[src/rtl/serial_sub_if.sv]
// Handshake and operand/result bundle for the bit-serial subtractor.
// The master side (a sequencer) issues start with operands and watches busy/done.
// The slave side (serial_sub) returns the difference and the borrow-out.
interface serial_sub_if #(
  parameter int WIDTH = 4
);
  logic             start;
  logic [WIDTH-1:0] a;
  logic [WIDTH-1:0] b;
  logic             b_in;
  logic             busy;
  logic             done;
  logic [WIDTH-1:0] d;
  logic             b_out;

  modport master (
    output start, a, b, b_in,
    input  busy, done, d, b_out
  );

  modport slave (
    input  start, a, b, b_in,
    output busy, done, d, b_out
  );
endinterface

[src/rtl/serial_sub.sv]
// Bit-serial unsigned subtractor: d = a - b - b_in, processed LSB-first.
// A single full-subtractor cell and a borrow flip-flop are reused over WIDTH
// clock cycles. The result and borrow-out are registered and held until the
// next completion.
//
// state   | meaning
// --------+------------------------------------------------------------
// S_IDLE  | waiting for start; outputs hold the last result
// S_SHIFT | one bit-step per cycle, busy=1
// S_DONE  | single-cycle done pulse; start here is accepted back-to-back
module serial_sub #(
  parameter int WIDTH = 4
) (
  input  logic        clk,
  input  logic        rst,
  serial_sub_if.slave bus
);

  localparam int CNT_W = $clog2(WIDTH + 1);

  typedef enum logic [1:0] {
    S_IDLE  = 2'd0,
    S_SHIFT = 2'd1,
    S_DONE  = 2'd2
  } state_e;

  state_e           state_q, state_d;

  logic [WIDTH-1:0] a_sr_q;
  logic [WIDTH-1:0] b_sr_q;
  logic [WIDTH-1:0] res_q;
  logic [WIDTH-1:0] res_d;
  logic [WIDTH-1:0] d_q;
  logic [CNT_W-1:0] cnt_q;
  logic             br_q;
  logic             b_out_q;

  logic             accept;
  logic             step;
  logic             last_step;
  logic             busy;
  logic             done;

  logic             ai;
  logic             bi;
  logic             diff;
  logic             br_next;

  // Full-subtractor cell operating on the current LSBs and the borrow FF.
  assign ai        = a_sr_q[0];
  assign bi        = b_sr_q[0];
  assign diff      = ai ^ bi ^ br_q;
  assign br_next   = (~ai & bi) | (~(ai ^ bi) & br_q);

  // The difference bit enters from the MSB side so that after WIDTH steps the
  // LSB computed first has reached bit 0.
  assign res_d     = {diff, res_q[WIDTH-1:1]};
  assign last_step = (cnt_q == CNT_W'(WIDTH - 1));

  // State register.
  always_ff @(posedge clk) begin
    if (rst) begin
      state_q <= S_IDLE;
    end else begin
      state_q <= state_d;
    end
  end

  // Next-state decode and handshake outputs.
  always_comb begin
    state_d = state_q;
    accept  = 1'b0;
    step    = 1'b0;
    busy    = 1'b0;
    done    = 1'b0;
    case (state_q)
      S_IDLE: begin
        if (bus.start) begin
          accept  = 1'b1;
          state_d = S_SHIFT;
        end
      end
      S_SHIFT: begin
        busy = 1'b1;
        step = 1'b1;
        if (last_step) begin
          state_d = S_DONE;
        end
      end
      S_DONE: begin
        done = 1'b1;
        if (bus.start) begin
          accept  = 1'b1;
          state_d = S_SHIFT;
        end else begin
          state_d = S_IDLE;
        end
      end
      default: begin
        state_d = S_IDLE;
      end
    endcase
  end

  // Operand shift registers, borrow FF and bit counter.
  always_ff @(posedge clk) begin
    if (rst) begin
      a_sr_q <= '0;
      b_sr_q <= '0;
      res_q  <= '0;
      br_q   <= 1'b0;
      cnt_q  <= '0;
    end else if (accept) begin
      a_sr_q <= bus.a;
      b_sr_q <= bus.b;
      res_q  <= '0;
      br_q   <= bus.b_in;
      cnt_q  <= '0;
    end else if (step) begin
      a_sr_q <= {1'b0, a_sr_q[WIDTH-1:1]};
      b_sr_q <= {1'b0, b_sr_q[WIDTH-1:1]};
      res_q  <= res_d;
      br_q   <= br_next;
      cnt_q  <= cnt_q + 1'b1;
    end
  end

  // Result registers only move on the completing bit-step.
  always_ff @(posedge clk) begin
    if (rst) begin
      d_q     <= '0;
      b_out_q <= 1'b0;
    end else if (step && last_step) begin
      d_q     <= res_d;
      b_out_q <= br_next;
    end
  end

  assign bus.busy  = busy;
  assign bus.done  = done;
  assign bus.d     = d_q;
  assign bus.b_out = b_out_q;

endmodule

[src/flat_wrapper.sv]
// flat-port wrapper written by rule: the top's interface ports become plain ports
module serial_sub_flat 
#(
  parameter int WIDTH = 4
)
  (clk, rst, bus_start, bus_a, bus_b, bus_b_in, bus_busy, bus_done, bus_d, bus_b_out);
  serial_sub_if #(.WIDTH(WIDTH)) bus_i ();
  input  logic clk;
  input  logic rst;
  input wire logic [$bits(bus_i.start)-1:0] bus_start;
  input wire logic [$bits(bus_i.a)-1:0] bus_a;
  input wire logic [$bits(bus_i.b)-1:0] bus_b;
  input wire logic [$bits(bus_i.b_in)-1:0] bus_b_in;
  output wire logic [$bits(bus_i.busy)-1:0] bus_busy;
  output wire logic [$bits(bus_i.done)-1:0] bus_done;
  output wire logic [$bits(bus_i.d)-1:0] bus_d;
  output wire logic [$bits(bus_i.b_out)-1:0] bus_b_out;
  assign bus_i.start = bus_start;
  assign bus_i.a = bus_a;
  assign bus_i.b = bus_b;
  assign bus_i.b_in = bus_b_in;
  assign bus_busy = bus_i.busy;
  assign bus_done = bus_i.done;
  assign bus_d = bus_i.d;
  assign bus_b_out = bus_i.b_out;
  serial_sub #(.WIDTH(WIDTH)) u_core (.clk(clk), .rst(rst), .bus(bus_i));
endmodule
[config.mk]
export PLATFORM = sky130hd
export DESIGN_NAME = serial_sub_flat
export DESIGN_NICKNAME = d
export VERILOG_FILES = /design/src/rtl/serial_sub_if.sv /design/src/rtl/serial_sub.sv /design/src/flat_wrapper.sv
export SDC_FILE = /design/constraint.sdc
export NUM_CORES = 1
export LEC_CHECK = 0
export BUFFER_PORTS_ARGS = -buffer_cell sky130_fd_sc_hd__buf_2
export CORE_UTILIZATION = 46
export DETAILED_ROUTE_END_ITERATION = 12
export PLACE_DENSITY = 0.83
export SYNTH_ARGS = -nofsm -noshare
export SYNTH_HDL_FRONTEND = slang
export SYNTH_SLANG_ARGS = --single-unit
[constraint.sdc]
create_clock -name clk -period 1.1 [get_ports clk]
set_input_delay 0.22 -clock clk [delete_from_list [all_inputs] [get_ports clk]]
set_output_delay 0.22 -clock clk [all_outputs]
set_load 0.005 [all_outputs]
* After elaboration in Yosys (flattened, before gate mapping)
Cells that the tools add are included.
** Operators by class
- Add/sub/neg operators :: 1
- Equality and inequality tests :: 5
- Multiplexer cells :: 14
- Bitwise operators :: 7
- Reduce and logical (&&, ||, !) cells :: 6
** Operators with widths (count)
- 2-to-1 mux 4 bit :: 4
- 2-to-1 mux 1 bit :: 7
- one-hot mux 2 bit (3 select lines) :: 1
- 2-to-1 mux 2 bit :: 2
- OR reduction 2 bit :: 2
- adder 3 x 1 -> 3 bit, second input constant :: 1
- == test 3 x 2 -> 1 bit, second input constant :: 1
- AND 1 bit :: 2
- == test 2 x 1 -> 1 bit, second input constant :: 1
- == test 2 bit, second input constant :: 1
- logical NOT 2 bit :: 1
- inequality test 2 x 1 -> 1 bit, second input constant :: 1
- inequality test 2 bit, second input constant :: 1
- inverter 1 bit :: 2
- AND reduction 2 bit :: 1
- nonzero test 2 bit :: 1
- XOR 1 bit :: 2
- logical AND 1 bit :: 1
- bitwise OR 1 bit :: 1
** Word-level totals
- Register bits after elaboration :: 23
- Output and inout port bits :: 7

* Logic depth before layout (Yosys ltp)
- Depth in word-level cells :: 6
- Mapped depth :: 6
- Mapped depth without buffers :: 5

* Worst setup path after synthesis
Ideal clock, no wire load.
- Path kind :: register to register
- Start :: reg u_core.cnt_q[0]
- End :: reg u_core.d_q[0] (netlist: u_core.bus.d[0])
- Arrival :: 1.123 ns
- Data required time :: 1.029 ns
- Setup slack :: -0.094 ns
- Stages on the path, launching flop included :: 7
- Path through :: dfxtp_1 -> ha_1 -> ha_1 -> buf_2 -> nand3b_1 -> nand2_1 -> a21oi_1
** On the way
- Longest elaborated chain between the ends :: 2
** RTL lines
- from (decl) :: line serial_sub.sv:34 : logic [CNT_W-1:0] cnt_q;
- from (signal assigned) :: line serial_sub.sv:124 : cnt_q <= cnt_q + 1'b1;
- == test 3 x 2 -> 1 bit :: line serial_sub.sv:58 : assign last_step = (cnt_q == CNT_W'(WIDTH - 1));
- logical AND 1 bit :: line serial_sub.sv:133 : end else if (step && last_step) begin
- to (signal assigned) :: line serial_sub.sv:134 : d_q <= res_d;
- to (decl) :: line serial_sub.sv:33 : logic [WIDTH-1:0] d_q;
Every way passes these cells.
A chain may end at the register's enable or synchronous reset.

* Worst setup path in the final report
- Start :: reg u_core.b_sr_q[0]
- End :: reg u_core.res_q[3]
** On the way
- Longest elaborated chain between the ends :: 2
** RTL lines
- from (decl) :: line serial_sub.sv:30 : logic [WIDTH-1:0] b_sr_q;
- from (signal assigned) :: line serial_sub.sv:115 : b_sr_q <= bus.b;
- from (signal assigned) :: line serial_sub.sv:121 : b_sr_q <= {1'b0, b_sr_q[WIDTH-1:1]};
- XOR 1 bit (2 in series) :: line serial_sub.sv:52 : assign diff = ai ^ bi ^ br_q;
- net u_core.diff :: line serial_sub.sv:46 : logic diff;
- to (signal assigned) :: line serial_sub.sv:122 : res_q <= res_d;
- to (decl) :: line serial_sub.sv:31 : logic [WIDTH-1:0] res_q;
The timed path passes the listed nets, and every way through them passes these cells.

==> summary.md <==
Power spread over the standard cell area amounts to 1230 nW/um2. Dividing the detail-routed wire length by the instance count gives 14.4 um. From synthesis to final layout, the design area changed by 43.5%. Counting flops with a built-in enable in the synthesized netlist gives 0.

The flip-flop and latch count after synthesis was 22; the switching share of power was 28.5%. The number of nets with antenna violations after routing came out at 0. The largest family of logic cells by synthesized area was simple AND/OR/NAND/NOR gates.

Dividing the detail-routed via count by the number of cells gives 5.38. Global routing finished with a remaining overflow of 0. The run finished, with violations left. The count of inserted antenna diode cells came out at 0.

Entering global routing, the biggest net connects 15 pins. For the pin with the worst max-slew slack, the measured transition is 355 ps. The overall via count from detail_route was 850; the HPWL after detailed placement was 1.43 mm. The CTS root buffer was sky130_fd_sc_hd__clkbuf_4.

The path class of the tightest hold or removal check is in -> reg. The post-synthesis cell count is 104, and the number of cells traversed by the worst register-to-register path is 4. The endpoint of the lowest-slack register-to-register path was u_core.res_q[3]$_SDFFE_PP0P_.

The tools report the final cell utilization of the core as 73.1%. The checks that failed: setup timing. The number of hold buffers added after CTS was 0. After clock tree synthesis, the clock-pin slew on the worst setup and hold paths is 120 ps. H-tree depth: 1. The floorplan step defined a die boundary enclosing 2180 um2.

The fraction of the mapped netlist area in compound gates was 16.3%. The clock drives 22 sinks. The die width came out at 46.7 um.

In this run the deepest clock path goes through 2 buffers. The last element of the critical path was u_core.res_q[3]$_SDFFE_PP0P_. Hold violation count in the final report: 0. The die height came out at 46.7 um. The main flop type after synthesis is sky130_fd_sc_hd__dfxtp_1. Global routing consumed, over all layers together, 22.8% of the routing resources.

The worst register-to-register path begins at u_core.b_sr_q[0]$_SDFFE_PP0P_. For the number of nets in the final layout, the log shows 150. Data arrives at the worst endpoint at 1500 ps.

The minimum period implied by the final worst setup slack is 1250 ps, and the post-synthesis share of cell area spent on and, or, nand and nor gates is 21.9%. The run gives 14 as the number of DRC markers in iteration 0. The cell area that synthesis handed to floorplanning was 918 um2. The floorplan has 15 rows. Based on the critical path, the design can be clocked at up to 0.803 GHz. Sequential cells were found to cover 48.0% of the synthesized design area. Leaving out fill and tap cells, the most frequent cells in the layout are 17 x sky130_fd_sc_hd__buf_2, 17 x sky130_fd_sc_hd__dfxtp_1, 15 x sky130_fd_sc_hd__nand2_1. The worst path uses 113% of the clock period. For this run, the number of standard cells in the final layout without fillers is 158.

The worst-case setup slack after placement came out at -118 ps. The remaining max-slew budget at the tightest pin came out at 76.2%. The average instance in the mapped netlist occupies 8.83 um2.

TritonCTS built the clock tree. The initial antenna violation count is 0, and the xor/xnor share of the synthesized area is 0.954%. For the final database, setup skew stands at 4.40 ps. The logs give 119 for the net count after synthesis and -695 ps for the final setup TNS. The later pin in the worst-skew pair is clocked with a latency of 310 ps.

For the number of cells after detailed placement, the log shows 150. Internal power component: 0.00115 W. The tools report the startpoint class of the critical path as a register. STA classifies the critical path endpoint as a register. The worst voltage drop across the vdd grid came out at 0.00107 V.

In this run, flip-flops and latches consume 54.1% of the power. The clock network burns 23.1% of the power. Of the total synthesized cell area, the portion taken by full adders, half adders and majority gates is 4.90%. Max-cap violations in this run came to 0.

The final layout contains routed wiring with a total length of 2.28 mm. The type of the worst setup path was reg -> reg. The number of global-route vias before repair is 791, and the total of warnings raised by yosys is 0. The final worst slack was -145 ps. Synthesis instantiated 27 different standard cells from the library. The tools report the weighted congestion reported at the end of routability-driven placement as 0.710. Combinational logic burns 22.8% of the power. The net switching power came out at 0.000460 W.

Overall power consumption after layout is estimated at 0.00161 W. The analysis attributes to cell leakage a power of 0.513 nW. Setup repair after global routing could not meet its margin everywhere. The first global-routing pass estimated 3.46 mm of wire.

The source of the critical timing path is u_core.b_sr_q[0]$_SDFFE_PP0P_. Across all register-to-register paths, the minimum setup slack is -150 ps. Counting flops with an async set or reset pin after synthesis yields a share of 0%. Of the cells placed in the final design, the portion with a size suffix greater than 1 is 49.6%. The largest fanout on the critical path was 2. The multiplexer fraction of the synthesized cell area was 1.09%; the number of top-level design ports was 19. In this run the standard cell core region covers 1800 um2. The tools report the required time of the critical path as 1350 ps. The pre-antenna-repair detailed-routing pass consisted of 4 iterations. The initial core utilization came out at 51.0%. In the routed design, unresolved DRC markers number 0. Total count of max-transition violations in the final report: 0.

The count of endpoints failing setup in the final report is 13, and the number of buffers added on ports is 18. Number of buffers created by CTS: 3.
==> flip-flops by register name, summed over array words and instances (netlist names) <==
name              count
u_core.bus.b_out      1
u_core.a_sr_q         4
u_core.br_q           1
u_core.res_q          3
u_core.bus.d          4
u_core.b_sr_q         4
u_core.cnt_q          3
u_core.state_q        2
==> layer usage <==
metal	track usage, %	vias up	wire length, um
li1	-	420	-
met1	25.1	401	951
met2	42.2	27	1220
met3	7.06	2	98
met4	5.14	0	10
met5	0	-	0
==> stage by stage <==
step / hold slack, ps / instance area [um2]
5_1_grt: 117 / 1320
3_3_place_gp: 441 / 1110
3_5_place_dp: 445 / 1110
2_1_floorplan: 356 / 961
6_report: 128 / 1320
4_1_cts: 123 / 1220
==> final cells by class <==
type,count,area [um2]
Sequential cell,22,449
Fill cell,141,484
Timing Repair Buffer,34,254
Inverter,4,20.0
Tap cell,25,31.3
Clock buffer,3,22.5
Multi-Input combinational cell,70,541
==> logic make-up (layout without fill, tap and decap cells) <==
group                    count (synthesis)  in the layout
AND/OR/NAND/NOR                         44             44
multiplexers                             1              1
XOR/XNOR                                 1              1
AO/OA/AOI/OAI                           21             21
adder cells (fa/ha/maj)                  3              3
flip-flops                              22             22
buffers and inverters                   12             41
==> what timing repair did <==
item | CTS | global route
setup endpoints to repair | 20 | 18
pin swaps | 6 | 6
setup buffers | 3 | 3
resized for setup | 17 | 19
==> power by group through the flow <==
stage	sequential [W]	clock (W)	combinational, W
2_1_floorplan	0.000877	0	0.000172
3_3_place_gp	0.000880	0	0.000240
3_5_place_dp	0.000883	0	0.000252
4_1_cts	0.000867	0.000364	0.000306
5_1_grt	0.000878	0.000403	0.000396
6_report	0.000873	0.000373	0.000369
==> cell usage after synthesis (2+ instances only) <==
library cell               number  area, um2
sky130_fd_sc_hd__ha_1           2       25.0
sky130_fd_sc_hd__a311oi_2       2       30.0
sky130_fd_sc_hd__nand3_1        6       30.0
sky130_fd_sc_hd__nand2_1       17       63.8
sky130_fd_sc_hd__buf_2          5       25.0
sky130_fd_sc_hd__nor2_1         7       26.3
sky130_fd_sc_hd__nor3_1         8       40.0
sky130_fd_sc_hd__nor2b_1        2       12.5
sky130_fd_sc_hd__a21oi_1       11       55.1
sky130_fd_sc_hd__inv_1          3       11.3
sky130_fd_sc_hd__nand2b_1       2       12.5
sky130_fd_sc_hd__dfxtp_1       22        440
sky130_fd_sc_hd__o22ai_1        3       18.8
==> critical path, stage by stage, from the launching register on <==
cell and delay (ps):
sky130_fd_sc_hd__dfxtp_2 360, sky130_fd_sc_hd__inv_2 40, sky130_fd_sc_hd__fa_2 590, sky130_fd_sc_hd__nand2_2 60, sky130_fd_sc_hd__a21oi_2 130
==> worst min-delay path by stage <==
stage,start,end,slack [ps],cells after the start
finish,rst,u_core.bus.b_out$_SDFFE_PP0P_,130,2
CTS,rst,u_core.bus.b_out$_SDFFE_PP0P_,120,2
global route,rst,u_core.a_sr_q[2]$_SDFFE_PP0P_,120,2
floorplan,bus_b[3],u_core.b_sr_q[3]$_SDFFE_PP0P_,360,2
detailed placement,rst,u_core.a_sr_q[2]$_SDFFE_PP0P_,440,2
global placement,rst,u_core.a_sr_q[2]$_SDFFE_PP0P_,440,2
(Power assumes the default switching activity.)
